## config.mk

```make
export PLATFORM = sky130hd
export DESIGN_NAME = sdio_rx_buf_flat
export DESIGN_NICKNAME = d
export VERILOG_FILES = /design/src/rtl/sdio_rx_buf_if.sv /design/src/rtl/sdio_rx_buf.sv /design/src/flat_wrapper.sv
export SDC_FILE = /design/constraint.sdc
export NUM_CORES = 1
export LEC_CHECK = 0
export CAP_MARGIN = 20
export CORE_ASPECT_RATIO = 2
export CORE_MARGIN = 2
export CORE_UTILIZATION = 52
export CTS_CLUSTER_DIAMETER = 200
export DETAILED_ROUTE_END_ITERATION = 6
export PLACE_DENSITY = 0.8
export SLEW_MARGIN = 20
export SYNTH_ARGS = -nofsm -noshare
export SYNTH_HDL_FRONTEND = slang
export SYNTH_SLANG_ARGS = --single-unit
```

## constraint.sdc

```tcl
create_clock -name bus_clk -period 3.6 [get_ports bus_clk]
set_clock_uncertainty 0.15 [all_clocks]
set_input_delay 0.36 -clock bus_clk [delete_from_list [all_inputs] [get_ports bus_clk]]
set_output_delay 0.36 -clock bus_clk [all_outputs]
set_load 0.01 [all_outputs]
```

## src/rtl/sdio_rx_buf_if.sv

```systemverilog
// SDIO receive buffer bus: sampler/DMA-side controls in,
// buffer contents and status out.
interface sdio_rx_buf_if #(
  parameter int LEN = 16
);
  logic           rx_rst;
  logic           rx_start;
  logic           bus_width;
  logic [LEN-1:0] blk_len;
  logic           dat_vld;
  logic [3:0]     dat_in;
  logic           buf_free;
  logic [7:0]     buf0;
  logic [7:0]     buf1;
  logic           buf0_rd_rdy;
  logic           buf1_rd_rdy;
  logic           rx_hold;
  logic           rx_overflow;
  logic           rx_done;
  logic [LEN-1:0] rx_cnt;
  logic [3:0]     rx_state;

  modport master (
    output rx_rst, rx_start, bus_width, blk_len,
    output dat_vld, dat_in, buf_free,
    input  buf0, buf1, buf0_rd_rdy, buf1_rd_rdy,
    input  rx_hold, rx_overflow, rx_done, rx_cnt, rx_state
  );

  modport slave (
    input  rx_rst, rx_start, bus_width, blk_len,
    input  dat_vld, dat_in, buf_free,
    output buf0, buf1, buf0_rd_rdy, buf1_rd_rdy,
    output rx_hold, rx_overflow, rx_done, rx_cnt, rx_state
  );
endinterface

```

## src/rtl/sdio_rx_buf.sv

```systemverilog
// SDIO slave-write receive path: assembles 1/4-bit samples into bytes
// and hands them to the DMA through a two-entry ping-pong buffer.
module sdio_rx_buf #(
  parameter int LEN = 16
) (
  input logic         bus_clk,
  input logic         rstn,
  sdio_rx_buf_if.slave rx
);

  typedef enum logic [2:0] {
    IDLE  = 3'd0,
    RECV  = 3'd1,
    DRAIN = 3'd2
  } st_e;

  st_e            st_q, st_d;
  logic           width_q, width_d;
  logic [LEN-1:0] len_q, len_d;
  logic [LEN-1:0] cnt_q, cnt_d;
  logic [7:0]     shift_q, shift_d;
  logic [7:0]     buf0_q, buf0_d;
  logic [7:0]     buf1_q, buf1_d;
  logic [2:0]     bit_q, bit_d;
  logic           wr_q, wr_d;
  logic           rd_q, rd_d;
  logic [1:0]     rdy_q, rdy_d;
  logic           hold_q, hold_d;
  logic           ovf_q, ovf_d;
  logic           done_q, done_d;

  logic [2:0]     bit_nxt;
  logic [7:0]     shift_nxt;
  logic           free;
  logic           byte_done;

  always_comb begin
    bit_nxt   = bit_q + (width_q ? 3'd4 : 3'd1);
    shift_nxt = width_q ? {shift_q[3:0], rx.dat_in}
                        : {shift_q[6:0], rx.dat_in[0]};
    free      = rx.buf_free & rdy_q[rd_q] & (st_q != IDLE);
    byte_done = (st_q == RECV) & rx.dat_vld & (bit_nxt == 3'd0);

    st_d    = st_q;
    width_d = width_q;
    len_d   = len_q;
    cnt_d   = cnt_q;
    shift_d = shift_q;
    buf0_d  = buf0_q;
    buf1_d  = buf1_q;
    bit_d   = bit_q;
    wr_d    = wr_q;
    rd_d    = rd_q;
    rdy_d   = rdy_q;
    ovf_d   = ovf_q;
    done_d  = 1'b0;

    // Release first so a byte landing this cycle can reuse the slot.
    if (free) begin
      rdy_d[rd_q] = 1'b0;
      rd_d        = ~rd_q;
    end

    unique case (st_q)
      IDLE: begin
        bit_d = 3'd0;
        wr_d  = 1'b0;
        rd_d  = 1'b0;
        cnt_d = '0;
        rdy_d = 2'b00;
        if (rx.rx_start) begin
          width_d = rx.bus_width;
          len_d   = rx.blk_len;
          ovf_d   = 1'b0;
          st_d    = RECV;
        end
      end
      RECV: begin
        if (rx.dat_vld) begin
          bit_d   = bit_nxt;
          shift_d = shift_nxt;
        end
        if (byte_done) begin
          cnt_d = cnt_q + 1'b1;
          if (!rdy_d[wr_q]) begin
            if (wr_q) buf1_d = shift_nxt;
            else      buf0_d = shift_nxt;
            rdy_d[wr_q] = 1'b1;
            wr_d        = ~wr_q;
          end else begin
            ovf_d = 1'b1;
          end
          if (cnt_d == len_q) st_d = DRAIN;
        end
      end
      DRAIN: begin
        if (rdy_q == 2'b00) begin
          done_d = 1'b1;
          st_d   = IDLE;
        end
      end
      default: st_d = IDLE;
    endcase

    hold_d = &rdy_d;

    if (rx.rx_rst) begin
      st_d    = IDLE;
      width_d = 1'b0;
      len_d   = '0;
      cnt_d   = '0;
      shift_d = 8'h00;
      buf0_d  = 8'h00;
      buf1_d  = 8'h00;
      bit_d   = 3'd0;
      wr_d    = 1'b0;
      rd_d    = 1'b0;
      rdy_d   = 2'b00;
      hold_d  = 1'b0;
      ovf_d   = 1'b0;
      done_d  = 1'b0;
    end
  end

  always_ff @(posedge bus_clk or negedge rstn) begin
    if (!rstn) begin
      st_q    <= IDLE;
      width_q <= 1'b0;
      len_q   <= '0;
      cnt_q   <= '0;
      shift_q <= 8'h00;
      buf0_q  <= 8'h00;
      buf1_q  <= 8'h00;
      bit_q   <= 3'd0;
      wr_q    <= 1'b0;
      rd_q    <= 1'b0;
      rdy_q   <= 2'b00;
      hold_q  <= 1'b0;
      ovf_q   <= 1'b0;
      done_q  <= 1'b0;
    end else begin
      st_q    <= st_d;
      width_q <= width_d;
      len_q   <= len_d;
      cnt_q   <= cnt_d;
      shift_q <= shift_d;
      buf0_q  <= buf0_d;
      buf1_q  <= buf1_d;
      bit_q   <= bit_d;
      wr_q    <= wr_d;
      rd_q    <= rd_d;
      rdy_q   <= rdy_d;
      hold_q  <= hold_d;
      ovf_q   <= ovf_d;
      done_q  <= done_d;
    end
  end

  assign rx.buf0        = buf0_q;
  assign rx.buf1        = buf1_q;
  assign rx.buf0_rd_rdy = rdy_q[0];
  assign rx.buf1_rd_rdy = rdy_q[1];
  assign rx.rx_hold     = hold_q;
  assign rx.rx_overflow = ovf_q;
  assign rx.rx_done     = done_q;
  assign rx.rx_cnt      = cnt_q;
  assign rx.rx_state    = {wr_q, st_q};

endmodule

```

## src/flat_wrapper.sv

```systemverilog
// flat-port wrapper written by rule: the top's interface ports become plain ports
module sdio_rx_buf_flat 
#(
  parameter int LEN = 16
)
  (bus_clk, rstn, rx_rx_rst, rx_rx_start, rx_bus_width, rx_blk_len, rx_dat_vld, rx_dat_in, rx_buf_free, rx_buf0, rx_buf1, rx_buf0_rd_rdy, rx_buf1_rd_rdy, rx_rx_hold, rx_rx_overflow, rx_rx_done, rx_rx_cnt, rx_rx_state);
  sdio_rx_buf_if #(.LEN(LEN)) rx_i ();
  input logic bus_clk;
  input logic rstn;
  input wire logic [$bits(rx_i.rx_rst)-1:0] rx_rx_rst;
  input wire logic [$bits(rx_i.rx_start)-1:0] rx_rx_start;
  input wire logic [$bits(rx_i.bus_width)-1:0] rx_bus_width;
  input wire logic [$bits(rx_i.blk_len)-1:0] rx_blk_len;
  input wire logic [$bits(rx_i.dat_vld)-1:0] rx_dat_vld;
  input wire logic [$bits(rx_i.dat_in)-1:0] rx_dat_in;
  input wire logic [$bits(rx_i.buf_free)-1:0] rx_buf_free;
  output wire logic [$bits(rx_i.buf0)-1:0] rx_buf0;
  output wire logic [$bits(rx_i.buf1)-1:0] rx_buf1;
  output wire logic [$bits(rx_i.buf0_rd_rdy)-1:0] rx_buf0_rd_rdy;
  output wire logic [$bits(rx_i.buf1_rd_rdy)-1:0] rx_buf1_rd_rdy;
  output wire logic [$bits(rx_i.rx_hold)-1:0] rx_rx_hold;
  output wire logic [$bits(rx_i.rx_overflow)-1:0] rx_rx_overflow;
  output wire logic [$bits(rx_i.rx_done)-1:0] rx_rx_done;
  output wire logic [$bits(rx_i.rx_cnt)-1:0] rx_rx_cnt;
  output wire logic [$bits(rx_i.rx_state)-1:0] rx_rx_state;
  assign rx_i.rx_rst = rx_rx_rst;
  assign rx_i.rx_start = rx_rx_start;
  assign rx_i.bus_width = rx_bus_width;
  assign rx_i.blk_len = rx_blk_len;
  assign rx_i.dat_vld = rx_dat_vld;
  assign rx_i.dat_in = rx_dat_in;
  assign rx_i.buf_free = rx_buf_free;
  assign rx_buf0 = rx_i.buf0;
  assign rx_buf1 = rx_i.buf1;
  assign rx_buf0_rd_rdy = rx_i.buf0_rd_rdy;
  assign rx_buf1_rd_rdy = rx_i.buf1_rd_rdy;
  assign rx_rx_hold = rx_i.rx_hold;
  assign rx_rx_overflow = rx_i.rx_overflow;
  assign rx_rx_done = rx_i.rx_done;
  assign rx_rx_cnt = rx_i.rx_cnt;
  assign rx_rx_state = rx_i.rx_state;
  sdio_rx_buf #(.LEN(LEN)) u_core (.bus_clk(bus_clk), .rstn(rstn), .rx(rx_i));
endmodule
```

### Word level (Yosys, flattened, before mapping)

Cells that the tools add are included.

* word-level logic and storage cells: 127
* register bits: 69
* output and inout port bits: 41
* input port bits: 27

* multiplexer cells: 62
* equality and inequality tests: 12
* reduce and logical (&&, ||, !) cells: 24
* magnitude comparators: 4
* add/sub/neg operators: 2
* bitwise logic cells: 9

Operators by type and width (number)
* 8-bit 2-to-1 mux: 11
* 16-bit 2-to-1 mux: 5
* 16-bit one-hot mux with 2 select lines: 1
* 3-bit 2-to-1 mux: 8
* 1-bit 2-to-1 mux: 23
* 7-bit 2-to-1 mux: 3
* 16-bit by 1-bit adder with 16-bit output, second input constant: 1
* 16-bit equality test: 1
* 4-bit AND reduction: 4
* 3-bit != test, second input constant: 5
* 2-bit nonzero test: 6
* 2-bit AND reduction: 5
* 3-bit one-hot mux with 3 select lines: 1
* 3-bit nonzero test: 3
* 2-bit 2-to-1 mux: 4
* 3-bit zero test: 2
* 3-bit by 2-bit != test with 1-bit output, second input constant: 2
* 3-bit one-hot mux with 2 select lines: 1
* 1-bit bitwise AND: 4
* 1-bit by 2-bit less-than comparator with 1-bit output, second input constant: 2
* 2-bit != test, second input constant: 2
* 1-bit one-hot mux with 2 select lines: 2
* 2-bit one-hot mux with 2 select lines: 1
* 3-bit adder: 1
* 11 further kinds: 15

### Logic depth before layout (Yosys ltp)

* depth after elaboration: 14
* gate-level depth with buffers: 13
* mapped depth without buffers: 10

### Worst setup path before layout

No wires, ideal clock.

* path type: reg-to-reg
* start: register u_core.width_q
* end: register u_core.buf1_q[0], in the netlist u_core.rx.buf1[0]
* path slack: 0.863 ns
* path buffers: 2
* stages on the path, launching flop included: 11
* required time: 3.325 ns
* period minus slack after synthesis: 2.737 ns
* arrival time: 2.462 ns
* setup time: 0.125 ns
* cells stage by stage: dfrtp_1 -> buf_1 -> inv_1 -> ha_1 -> ha_1 -> xor3_1 -> nor3_1 -> nor2b_1 -> buf_4 -> a31oi_2 -> mux2_2

* word-level cells in the longest chain between the ends: 6

Ends and longest elaborated chain
* start, declared: RTL line sdio_rx_buf.sv:18 `logic width_q, width_d;`
* start signal, assigned: RTL line sdio_rx_buf.sv:143 `width_q <= width_d;`
* 3-bit 2-to-1 mux: RTL line sdio_rx_buf.sv:38 `bit_nxt = bit_q + (width_q ? 3'd4 : 3'd1);`
* 3-bit adder: RTL line sdio_rx_buf.sv:38
* 3-bit zero test: RTL line sdio_rx_buf.sv:42 `byte_done = (st_q == RECV) & rx.dat_vld & (bit_nxt == 3'd0);`
* 1-bit bitwise AND: RTL line sdio_rx_buf.sv:42
* 2-bit nonzero test (no line)
* 4-bit AND reduction (no line)
* end signal, assigned: RTL line sdio_rx_buf.sv:148 `buf1_q <= buf1_d;`
* end, declared: RTL line sdio_rx_buf.sv:23 `logic [7:0] buf1_q, buf1_d;`

Every way passes these cells.
A chain may end at the register's enable or synchronous reset.

### Worst setup path after layout

* start: register u_core.bit_q[0]
* end: register u_core.cnt_q[9], in the netlist u_core.rx.rx_cnt[9]

* word-level cells in the longest chain between the ends: 5

Ends and longest elaborated chain
* start, declared: RTL line sdio_rx_buf.sv:24 `logic [2:0] bit_q, bit_d;`
* start signal, assigned: RTL line sdio_rx_buf.sv:149 `bit_q <= bit_d;`
* 3-bit adder: RTL line sdio_rx_buf.sv:38
* 3-bit zero test: RTL line sdio_rx_buf.sv:42
* 1-bit bitwise AND: RTL line sdio_rx_buf.sv:42
* 3-bit by 2-bit != test with 1-bit output (no line)
* 2-bit AND reduction (no line)
* end signal, assigned: RTL line sdio_rx_buf.sv:145 `cnt_q <= cnt_d;`
* end, declared: RTL line sdio_rx_buf.sv:20 `logic [LEN-1:0] cnt_q, cnt_d;`

Every way passes these cells.

==> flow_metrics.tcl <==
set metrics [dict create \
    synth_top_family_by_area "simple AND/OR/NAND/NOR gates" \
    vdd_drop_max_uv 410 \
    ys_ff_latch 68 \
    met1_length_mm 3.41 \
    synthArstFlopShare_pct 100 \
    yosysSeqAreaShare_pct 47.0 \
    cts_htree_levels 3 \
    synth_edf_count 0 \
    syn2layout_area_growth_pct 29.7 \
    finalSetupTns_ns 0 \
    rr_endpoint "u_core.rx.rx_cnt[9]" \
    dp_slack_ns 0.604 \
    clkTransAtPathRegs_ns 0.05 \
    drtIter0Drc 150 \
    cts_tree "yes" \
    fp.dieH_um 122 \
    synth-simple-area-share_pct 19.2 \
    path_cells "ha_1, ha_1, xor3_1, nor3_1, nor2b_1, nand2_1, nor2_1, o21ai_0, o31ai_1" \
    drive_above_1_share_pct 12.9 \
    crit_path_frequent_cell "ha_1" \
    grt_remaining_overflow 0 \
    syn_avg_cell_area_sq_um 9.76 \
    hold_depth 1 \
    clock_sinks 68 \
    min-delay-start "u_core.rx.buf1[5]" \
    grt_max_degree 41 \
    cap_violations 0 \
    grt_pass1_vias 2997 \
    cp-end-kind "register" \
    yosys-mux-area-fraction_pct 9.92 \
    drc 0 \
    synthAdderAreaFrac_pct 1.04 \
    final-max-slew-violation-count 0 \
    dr.max_layer_used "met4" \
    min_period_ns 2.95 \
    r2r_cells 9 \
    synth_compound_area_share_pct 13.2 \
    hold_path.class "register to register" \
    netSwitchingFraction_pct 23.4 \
    row_count 43 \
    timing_hold_violations_final 0 \
    synth_top_area_share_pct 47.0 \
    tightestPinTransition_ns 0.673 \
    yosysTopAreaCell "dfrtp_1" \
    synth_xor_area_share_pct 6.70 \
    reg2reg_from "u_core.bit_q[0]" \
    core_sq_um 6830 \
    dieArea_sq_um 7690 \
    synthesis.nets 401 \
    drtAntennaViolNets 0 \
    ys.flop_type "dfrtp_1" \
    num_antenna_cells 0 \
    vias_per_cell 5.68 \
    yosysMostFrequentCell "dfrtp_1" \
    vias 3021 \
    grt_use_total_pct 23.9 \
    wl_per_cell_um 15.8 \
    pin_count 68 \
    p_int_uw 1550 \
    wl_met2_mm 4.32 \
    synth_warnings 0 \
    critPathSlowestCell "nor2b_1" \
    p_comb_share_pct 11.0 \
    worstPathArrival_ns 3.04 \
    outcome "finished, final reports clean" \
    period_share_pct 81.9 \
    antenna_found_initial 0 \
    rsz0062_at_grt "false" \
    clock_path_buffers 2 \
    layout.nets 467 \
    post_cts_buffers 0 \
    pwr-share-clk_pct 48.3 \
    wl_met3_um 480 \
    die_x_um 63.0 \
    clkLatencyLatePin_ns 0.34 \
    dp_cells 515 \
    max_freq_mhz 339 \
    critPathKind "register to register" \
    hold_end "u_core.rx.buf1[5]" \
    cts_root_buf "clkbuf_16" \
    setup_slack_ns 0.651 \
    relSlewSlack_pct 55.0 \
    critPathMaxFanout 16 \
    synth_cells 371 \
    yosysUniqueCellTypes 54 \
    required_ns 3.69 \
    portBuffers 66 \
    switchingPower_uw 473 \
    p_per_area_nw_per_um2 430 \
    synthTopCellsByArea "dfrtp_1, mux2_2, nand2_1" \
    grt_pass1_wl_mm 14.2 \
    setup_violations 0 \
    synthTopCellsByCount "dfrtp_1, nand2_1, o21ai_0, nor2_1, a21oi_1" \
    rrSetupSlack_ns 0.65 \
    cts_buffers 9 \
    slowest_delay_ns 0.51 \
    dr.pass1.iters 4 \
    drt_wl_total_mm 8.42 \
    initial_core_util_pct 53.0 \
    hpwl_mm 6.05 \
    place.gp.congestion 0.895 \
    power_frac_seq_pct 40.7 \
    instances_no_fill 532 \
    p_leak_uw 0.00201 \
    syn_area_sq_um 3620 \
    cp-start-kind "register" \
]
==> metrics by stage <==
| stage | hold slack (ns) | power (uW) | util, % | instance area (sq um) |
|---|---|---|---|---|
| floorplan | -0.0856 | 956 | - | 3620 |
| finish | 0.354 | 2020 | 68.7 | 4700 |
| CTS | 0.360 | 2040 | 68.7 | 4700 |
| detailed placement | 0.280 | 1060 | 63.7 | 4350 |
| global placement | 0.272 | 1050 | 63.7 | 4350 |
| global route | 0.365 | 2090 | 68.7 | 4700 |
==> routing by layer <==
metal	global-route usage, %	vias up
li1	-	1436
met1	30.8	1467
met2	37.0	103
met3	6.09	15
met4	12.4	0
met5	0	-
==> layout by cell type (no fill, tap or decap), types with 2 or more instances in the layout <==
cell / Yosys / final
clkinvlp_4: 0 / 2
a21oi_1: 24 / 24
o31ai_1: 8 / 8
clkdlybuf4s50_1: 0 / 65
nand4_1: 3 / 3
xor2_1: 10 / 10
nor2b_1: 6 / 6
nor4_1: 2 / 2
mux2_2: 23 / 23
bufinv_16: 0 / 2
mux2i_1: 10 / 10
clkbuf_8: 0 / 2
o21ai_0: 31 / 31
xnor2_1: 15 / 15
nor2_1: 27 / 27
ha_1: 3 / 3
clkbuf_16: 0 / 9
nand3_1: 9 / 9
buf_4: 3 / 5
and3_1: 6 / 6
dfrtp_1: 68 / 68
nand2_1: 59 / 59
inv_1: 7 / 7
nor3b_1: 2 / 2
nor3_1: 6 / 6
a211oi_1: 3 / 3
nand2b_1: 2 / 2
a22oi_1: 2 / 2
==> power by group through the flow <==
stage / clock network (uW) / logic (uW) / registers (uW)
2_1_floorplan: 0 / 126 / 829
3_3_place_gp: 0 / 216 / 833
3_5_place_dp: 0 / 221 / 835
4_1_cts: 990 / 224 / 822
5_1_grt: 1020 / 246 / 826
6_report: 974 / 221 / 822
==> worst max-delay path, delay by kind of cell, from the launching register on <==
family          cells  cell delay, ns
compound gates      2            0.20
simple gates        4            1.47
fa+ha+maj           2            0.42
flops               1            0.40
xor+xnor            1            0.21
==> worst max path at each step <==
stage / start / to / slack, ns / cells past startpoint
global route: u_core.width_q / u_core.rx.rx_cnt[3] / 0.31 / 10
detailed placement: rx_dat_vld / u_core.rx.rx_cnt[9] / 0.60 / 8
finish: u_core.bit_q[0] / u_core.rx.rx_cnt[9] / 0.65 / 9
CTS: u_core.bit_q[0] / u_core.rx.rx_cnt[9] / 0.65 / 9
floorplan: u_core.width_q / u_core.rx.buf1[0] / 0.86 / 10
global placement: rx_dat_vld / u_core.rx.rx_cnt[9] / 0.75 / 8
==> repair_timing <==
action                    in CTS  in global routing
resized for setup              0                  0
hold endpoints to repair      28                  0
hold buffers                   1                  0
==> cell type report <==
cell class / instances / area (sq um)
flip-flops and latches: 68 / 1700
inverters: 7 / 26.3
clock buffers: 11 / 253
well taps: 90 / 113
repair buffers: 72 / 703
fillers: 531 / 2140
multi-input cells: 279 / 1820
clock inverters: 5 / 83.8
==> state kept, by name (all words and copies together), names as in the netlist <==
name and flops:
u_core.bit_q 3, u_core.len_q 16, u_core.rd_q 1, u_core.rdy_q 2, u_core.rx.buf0 8, u_core.rx.buf1 8
u_core.rx.rx_cnt 16, u_core.rx.rx_done 1, u_core.rx.rx_hold 1, u_core.rx.rx_overflow 1, u_core.shift_q 7, u_core.st_q 2
u_core.width_q 1, u_core.wr_q 1
==> logic make-up after synthesis <==
logic type      Yosys count
flops                    68
compound gates           79
fa+ha+maj                 3
buf+inv                  24
mux                      33
other cells               1
simple gates            137
xor+xnor                 26
Power figures use the tool's default switching activity.
